[config.mk]
export PLATFORM = sky130hd
export DESIGN_NAME = bus_rr_nm
export DESIGN_NICKNAME = d
export VERILOG_FILES = /design/src/rtl/bus_rr_nm.sv
export SDC_FILE = /design/constraint.sdc
export NUM_CORES = 1
export LEC_CHECK = 0
export ABC_CLOCK_PERIOD_IN_PS = 3150
export CORE_AREA = 2 2 223 225
export DETAILED_ROUTE_END_ITERATION = 10
export DIE_AREA = 0 0 225 227
export SYNTH_ARGS = -nofsm -noshare
export SYNTH_HDL_FRONTEND = slang
export SYNTH_SLANG_ARGS = --single-unit
[constraint.sdc]
create_clock -name clk -period 3.15 [get_ports clk]
set_input_delay 0.63 -clock clk [delete_from_list [all_inputs] [get_ports clk]]
set_output_delay 0.63 -clock clk [all_outputs]
set_load 0.01 [all_outputs]
[src/rtl/bus_rr_nm.sv]
// Shared N-master / N-slave bus with a registered arbiter (fixed-priority or
// round-robin, with ownership lock), windowed slave decode and registered read return.
module bus_rr_nm #(
    parameter int N_MASTER = 2,
    parameter int N_SLAVE  = 4,
    parameter int ADDR_W   = 16,
    parameter int DATA_W   = 64,
    parameter int SLAVE_AW = 10,
    parameter int ARB_MODE = 1
) (
    input  logic                         clk,
    input  logic                         reset_n,
    input  logic [N_MASTER-1:0]          m_req,
    input  logic [N_MASTER-1:0]          m_wr,
    input  logic [N_MASTER*ADDR_W-1:0]   m_addr,
    input  logic [N_MASTER*DATA_W-1:0]   m_dout,
    output logic [N_MASTER-1:0]          m_grant,
    output logic [DATA_W-1:0]            m_din,
    output logic                         m_err,
    output logic [N_SLAVE-1:0]           s_sel,
    output logic [ADDR_W-1:0]            s_addr,
    output logic [DATA_W-1:0]            s_din,
    output logic                         s_wr,
    input  logic [N_SLAVE*DATA_W-1:0]    s_dout
);

    localparam int LW = $clog2(N_MASTER);
    localparam int IW = ADDR_W - SLAVE_AW;

    typedef enum logic {IDLE, OWNED} state_t;

    state_t                state_q, state_d;
    logic [LW-1:0]         owner_q, owner_d, last_q;
    logic [N_MASTER-1:0]   grant_d;
    logic                  new_grant;
    logic                  win_found;
    logic [LW-1:0]         win_idx;

    logic                  owned;
    logic [ADDR_W-1:0]     own_addr;
    logic [DATA_W-1:0]     own_data;
    logic                  own_wr;
    logic [IW-1:0]         slave_idx;
    logic                  mapped;
    logic [DATA_W-1:0]     rdata;

    // Candidate visited at search step k: plain index order, or rotating from last_owner+1.
    function automatic logic [LW-1:0] arb_cand(input logic [LW-1:0] base, input int k);
        int c;
        if (ARB_MODE == 0) begin
            c = k;
        end else begin
            c = int'(base) + 1 + k;
            if (c >= N_MASTER) c = c - N_MASTER;
        end
        return LW'(c);
    endfunction

    always_comb begin
        // NOTE: every always_comb output gets a default first so no latch is inferred.
        win_found = 1'b0;
        win_idx   = '0;
        for (int k = 0; k < N_MASTER; k++) begin
            if (!win_found && m_req[arb_cand(last_q, k)]) begin
                win_found = 1'b1;
                win_idx   = arb_cand(last_q, k);
            end
        end
    end

    // A dropping owner has m_req low, so it can never win its own re-arbitration.
    always_comb begin
        state_d   = state_q;
        owner_d   = owner_q;
        new_grant = 1'b0;
        grant_d   = '0;
        case (state_q)
            IDLE: begin
                if (win_found) begin
                    state_d   = OWNED;
                    owner_d   = win_idx;
                    new_grant = 1'b1;
                end
            end
            OWNED: begin
                if (!m_req[owner_q]) begin
                    if (win_found) begin
                        owner_d   = win_idx;
                        new_grant = 1'b1;
                    end else begin
                        state_d = IDLE;
                    end
                end
            end
            default: state_d = IDLE;
        endcase
        if (state_d == OWNED) grant_d[owner_d] = 1'b1;
    end

    always_ff @(posedge clk or negedge reset_n) begin
        if (!reset_n) begin
            state_q <= IDLE;
            owner_q <= '0;
            last_q  <= LW'(N_MASTER - 1);
            m_grant <= '0;
        end else begin
            // NOTE: sequential state uses non-blocking assignments so all registers sample together.
            state_q <= state_d;
            owner_q <= owner_d;
            m_grant <= grant_d;
            if (new_grant) last_q <= owner_d;
        end
    end

    assign owned     = (state_q == OWNED);
    assign own_addr  = m_addr[int'(owner_q)*ADDR_W +: ADDR_W];
    assign own_data  = m_dout[int'(owner_q)*DATA_W +: DATA_W];
    assign own_wr    = m_wr[owner_q];
    assign slave_idx = own_addr[ADDR_W-1:SLAVE_AW];
    assign mapped    = int'(slave_idx) < N_SLAVE;

    always_comb begin
        s_sel = '0;
        rdata = '0;
        for (int k = 0; k < N_SLAVE; k++) begin
            if (owned && int'(slave_idx) == k) begin
                s_sel[k] = 1'b1;
                rdata    = s_dout[k*DATA_W +: DATA_W];
            end
        end
    end

    assign s_wr   = owned && own_wr && mapped;
    assign s_addr = owned ? own_addr : '0;
    assign s_din  = owned ? own_data : '0;

    // Unmapped accesses return zero data and raise m_err in the following cycle.
    always_ff @(posedge clk or negedge reset_n) begin
        if (!reset_n) begin
            m_din <= '0;
            m_err <= 1'b0;
        end else begin
            m_din <= (owned && !own_wr && mapped) ? rdata : '0;
            m_err <= owned && !mapped;
        end
    end

endmodule
# Word-level counts from Yosys, hierarchy flattened
# Index checks and enable logic that the tools add are counted.
word_totals:
  reg_bits: 70
  inputBits: 422
  output_inout_bits: 152
op_classes:
  add_sub_neg: 4
  order_cmp: 8
  eq_ne: 3
  n_shift: 2
  mux: 36
  n_bitwise: 1
  n_reduce_logical: 15
op_table:
  columns: ["operator", "n"]
  rows:
  - ["64-bit two-way mux", 6]
  - ["128-bit by 8-bit variable part select with 64-bit output", 1]
  - ["32-bit by 6-bit variable part select with 16-bit output", 1]
  - ["1-bit two-way mux", 24]
  - ["16-bit two-way mux", 1]
  - ["6-bit by 3-bit == test with 1-bit output, second input constant", 2]
  - ["1-bit logical AND", 11]
  - ["1-bit by 2-bit less-than comparator with 1-bit output, second input constant", 4]
  - ["6-bit by 2-bit == test with 1-bit output, second input constant", 1]
  - ["6-bit zero test", 1]
  - ["6-bit by 3-bit less-than comparator with 1-bit output, second input constant", 1]
  - ["1-bit case mux with 2 select lines", 3]
  - ["2-bit by 1-bit adder with 3-bit output, second input constant", 1]
  - ["3-bit by 2-bit >= comparator with 1-bit output, second input constant", 1]
  - ["1-bit zero test", 3]
  - ["1-bit by 1-bit adder with 2-bit output, second input constant", 1]
  - ["2-bit >= comparator, second input constant", 1]
  - ["2-bit two-way mux", 1]
  - ["1-bit subtractor, second input constant", 2]
  - ["1-bit demux with 1-bit select", 1]
  - ["1-bit >= comparator, second input constant", 1]
  - ["1-bit NOT", 1]

# Depth between registers and ports, before layout
depth:
  depth_word: 17
  mapped_depth: 8

# Worst setup path after synthesis
# No wires, ideal clock.
synth_path:
  kind: "input port to output port"
  startpoint: "in m_addr[28]"
  endpoint: "out s_sel[2]"
  arrival_ps: 1866
  slack_ps: 654
  cell_stages: 7
  path_buffers: 3
  cell_sequence: "nor4_4 nand3_1 buf_2 a21oi_1 buf_4 buf_4 and2_1"
synth_via:
  elab_chain_cells: 4
synth_lines:
  columns: ["item", "line_no", "text"]
  rows:
  - ["start: declaration", "15", "input logic [N_MASTER*ADDR_W-1:0] m_addr,"]
  - ["32-bit by 6-bit variable part select with 16-bit output", "116", "assign own_addr = m_addr[int'(owner_q)*ADDR_W +: ADDR_W];"]
  - ["6-bit by 3-bit == test with 1-bit output", "126", "if (owned && int'(slave_idx) == k) begin"]
  - ["1-bit logical AND", "126", null]
  - ["1-bit two-way mux", "126", null]
  - ["end: declaration", "20", "output logic [N_SLAVE-1:0] s_sel,"]
# Every way passes these cells.

# Worst setup path after layout
layout_path:
  startpoint: "in m_addr[11]"
  endpoint: "out s_addr[11]"
layout_via:
  elab_chain_cells: 2
layout_lines:
  columns: ["item", "line_no", "text"]
  rows:
  - ["32-bit by 6-bit variable part select with 16-bit output", "116", null]
  - ["16-bit two-way mux", "134", "assign s_addr = owned ? own_addr : '0;"]
  - ["end: declaration", "21", "output logic [ADDR_W-1:0] s_addr,"]
# Every way passes these cells.

==> flow_metrics.env <==
export IMPL_synth_warnings=0
export IMPL_drtIter0Drc=408
export IMPL_placed_cell_area_um2=12480
export IMPL_io_buffers=573
export IMPL_clk_pin_slew_worst_paths_ns=0.07
export IMPL_start_util_pct=11.97
export IMPL_synth_simple_area_share_pct=20.28
export IMPL_critPathCaptureType="output port"
export IMPL_layout_setup_ws_ns=0.06846
export IMPL_path_max_fanout=4
export IMPL_layout_common_cells="clkdlybuf4s50_1, nor2_1, mux2i_1, nand2_1, dfrtp_1"
export IMPL_p_int_mw=2.581
export IMPL_pre_cts_ws_ns=-0.2701
export IMPL_design_area_um2=12820
export IMPL_synthTopCellsByArea="dfrtp_1, mux2i_1, a221oi_1"
export IMPL_p_comb_share_pct=45.8
export IMPL_p_seq_share_pct=24.2
export IMPL_post_drt_wl_per_cell_um=22.05
export IMPL_grt_max_degree=75
export IMPL_grt_pass1_vias=8091
export IMPL_synth_sequential_area_ratio_pct=30.17
export IMPL_p_sw_share_pct=33.17
export IMPL_cts_buffer_depth=2
export IMPL_synth_xor_area_share_pct=0.1507
export IMPL_first_pass_iters=5
export IMPL_crit_slowest_cell="clkdlybuf4s50_1"
export IMPL_outcome="finished, final reports clean"
export IMPL_vias_per_cell=4.390
export IMPL_synth_top_area_share_pct=29.72
export IMPL_fillCellCount=5190
export IMPL_dieArea_um2=51080
export IMPL_worstPathRequired_ns=2.52
export IMPL_p_per_area_nw_per_um2=301.3
export IMPL_row_count=81
export IMPL_synth_compound_area_share_pct=27.71
export IMPL_worstPathArrival_ns=2.45
export IMPL_final_common_cell="clkdlybuf4s50_1"
export IMPL_clock_power_share_pct=30.0
export IMPL_cts_buffers=9
export IMPL_setup_violations_final=0
export IMPL_finalCriticalPeriod_ns=3.082
export IMPL_yosys_register_bits=70
export IMPL_grt_pass1_wl_um=55640
export IMPL_grt_usage_pct=15.09
export IMPL_synthMuxAreaShare_pct=14.34
export IMPL_skew_ns=0.01095
export IMPL_fmax_mhz=324.5
export IMPL_clock_latency_ns=0.36
export IMPL_finalCritPeriodShare_pct=97.83
export IMPL_synthAdderAreaFrac_pct=0
export IMPL_cts_root_buf="clkbuf_16"
export IMPL_hold_viol=0
export IMPL_max_stage_delay_ns=0.61
export IMPL_fp_dieW_um=225
export IMPL_layout_drive_gt1_share_pct=7.736
export IMPL_globalplace_congestion=0.8501
export IMPL_synth_top_family_by_area="compound AO/OA/AOI/OAI gates"
export IMPL_cts_htree_levels=3
export IMPL_maxCapViolCount=0
export IMPL_slew_violations=0
export IMPL_post_synth_cell_area_avg_um2=8.349
export IMPL_syn_cell_area_um2=5811
export IMPL_reg2reg_slack_ns=0.89
export IMPL_antenna_left=0
export IMPL_cp_cell_sequence="clkdlybuf4s50_1 > buf_4 > mux2_2 > and2_1 > clkdlybuf4s50_1"
export IMPL_multiInputGateArea_um2=3704
export IMPL_netlist_instances=696
export IMPL_ys_types=38
export IMPL_drc_errors=0
export IMPL_synthToLayoutAreaGrowth_pct=120.6
export IMPL_hold_class="in -> async"
export IMPL_crit_top_cell="clkdlybuf4s50_1"
export IMPL_syn_nets=1118
export IMPL_tightest_slew_ns=0.5866
export IMPL_cellLeakagePower_nw=4.971
export IMPL_dp_final_hpwl_um=33200
export IMPL_maxSlewHeadroom_pct=60.84
export IMPL_synth_area_leader_cell="dfrtp_1"
export IMPL_grt_ovfl_total=0
export IMPL_power_switching_mw=1.281
export IMPL_cts_tree="yes"
export IMPL_final_net_count=1659
export IMPL_critical_path_buf_inv_count=3
export IMPL_clock_sinks=70
export IMPL_ioPinCount=574
export IMPL_cp_top_family="buffers and inverters"
export IMPL_vdd_drop_max_mv=0.2593
export IMPL_worstSetupPathType="in -> out"
export IMPL_wirelength_um=41120
export IMPL_vias=8188
export IMPL_die_h_um=227
export IMPL_register_area_um2=1757
export IMPL_core_area_um2=48550
export IMPL_hold_ws_ns=0.2525
export IMPL_rsz0062_at_grt="no"
export IMPL_utilization_pct=26.40
export IMPL_crit_path_start_kind="input port"
export IMPL_antenna_found_initial=2
==> per-stage QoR <==
step | std cells | TNS (ns) | total power, mW
floorplan | 696 | 0 | 1.569
global placement | 1847 | -0.6346 | 2.732
detailed placement | 1847 | -0.6345 | 2.746
CTS | 1863 | 0 | 3.949
global route | 1864 | 0 | 4.054
finish | 1865 | 0 | 3.862
==> worst paths after layout <==
| kind | start | endpoint | cells past startpoint |
|---|---|---|---|
| worst max register to register | owner_q | m_din[46] | 7 |
| max in group asynchronous | reset_n | m_din[62] | 2 |
| worst min-delay path | reset_n | m_din[15] | 1 |
| worst min register to register | last_q | last_q | 2 |
| worst max-delay path | m_addr[11] | s_addr[11] | 5 |
| min in group clk | last_q | last_q | 2 |
==> synthesized netlist by cell type <==
cell type	n
a21oi_1	31
o221a_2	7
nor4_4	1
nor3b_2	2
nor3_2	1
o22a_1	1
a32oi_1	1
buf_6	2
dfstp_2	1
nand3b_1	28
a211o_1	1
a311oi_1	37
nand2b_1	1
nor3_4	1
nor2b_1	1
nand4b_1	27
mux2_2	2
nand3_1	2
o221a_1	19
nand2_1	76
a211oi_1	1
mux2i_1	81
a31oi_1	27
o21ai_2	1
buf_4	8
a221oi_1	39
o21a_1	2
nor2_1	83
inv_1	6
dfrtp_1	69
clkbuf_1	45
xor2_1	1
o21ai_0	54
buf_2	29
buf_1	2
or2_2	2
and2_1	3
and3b_1	1
==> cell type report <==
type | count | share of cell area [%]
Antenna cell | 2 | 0.03905
Clock buffer | 9 | 1.757
Clock inverter | 6 | 0.6736
Inverter | 6 | 0.1757
Multi-Input combinational cell | 534 | 28.89
Sequential cell | 70 | 13.71
Tap cell | 622 | 6.072
Timing Repair Buffer | 616 | 48.68
==> flip-flops by register name, indices dropped and copies added, names as in the netlist <==
signal   count
m_din       64
m_grant      2
last_q       1
m_err        1
owned        1
owner_q      1
==> power groups by stage <==
stage,sequential (mW),combinational [mW],clock [mW]
after floorplan,0.948,0.621,0
after global placement,0.953,1.78,0
after detailed placement,0.953,1.79,0
after CTS,0.937,1.80,1.21
after global routing,0.939,1.89,1.23
final,0.936,1.77,1.16
==> what timing repair did <==
action                                  4_1_cts  5_1_grt
endpoints found under the setup margin        5       14
buffers inserted                              1        0
resized for setup                             9        3
cloned                                        0        0
pin swaps                                     3        0
hold buffers                                  0        0
==> kinds of logic after synthesis <==
family          count (synthesis)
buf+inv                        92
simple gates                  229
flops                          70
xor+xnor                        1
compound gates                221
mux                            83
==> per-layer routing <==
metal | share of wire, % | global-route usage [%]
met3 | 6.7 | 3.149
met5 | 0.039 | 0
met2 | 53 | 28.30
met4 | 2.5 | 4.978
met1 | 37 | 16.93
(Power assumes the default switching activity.)
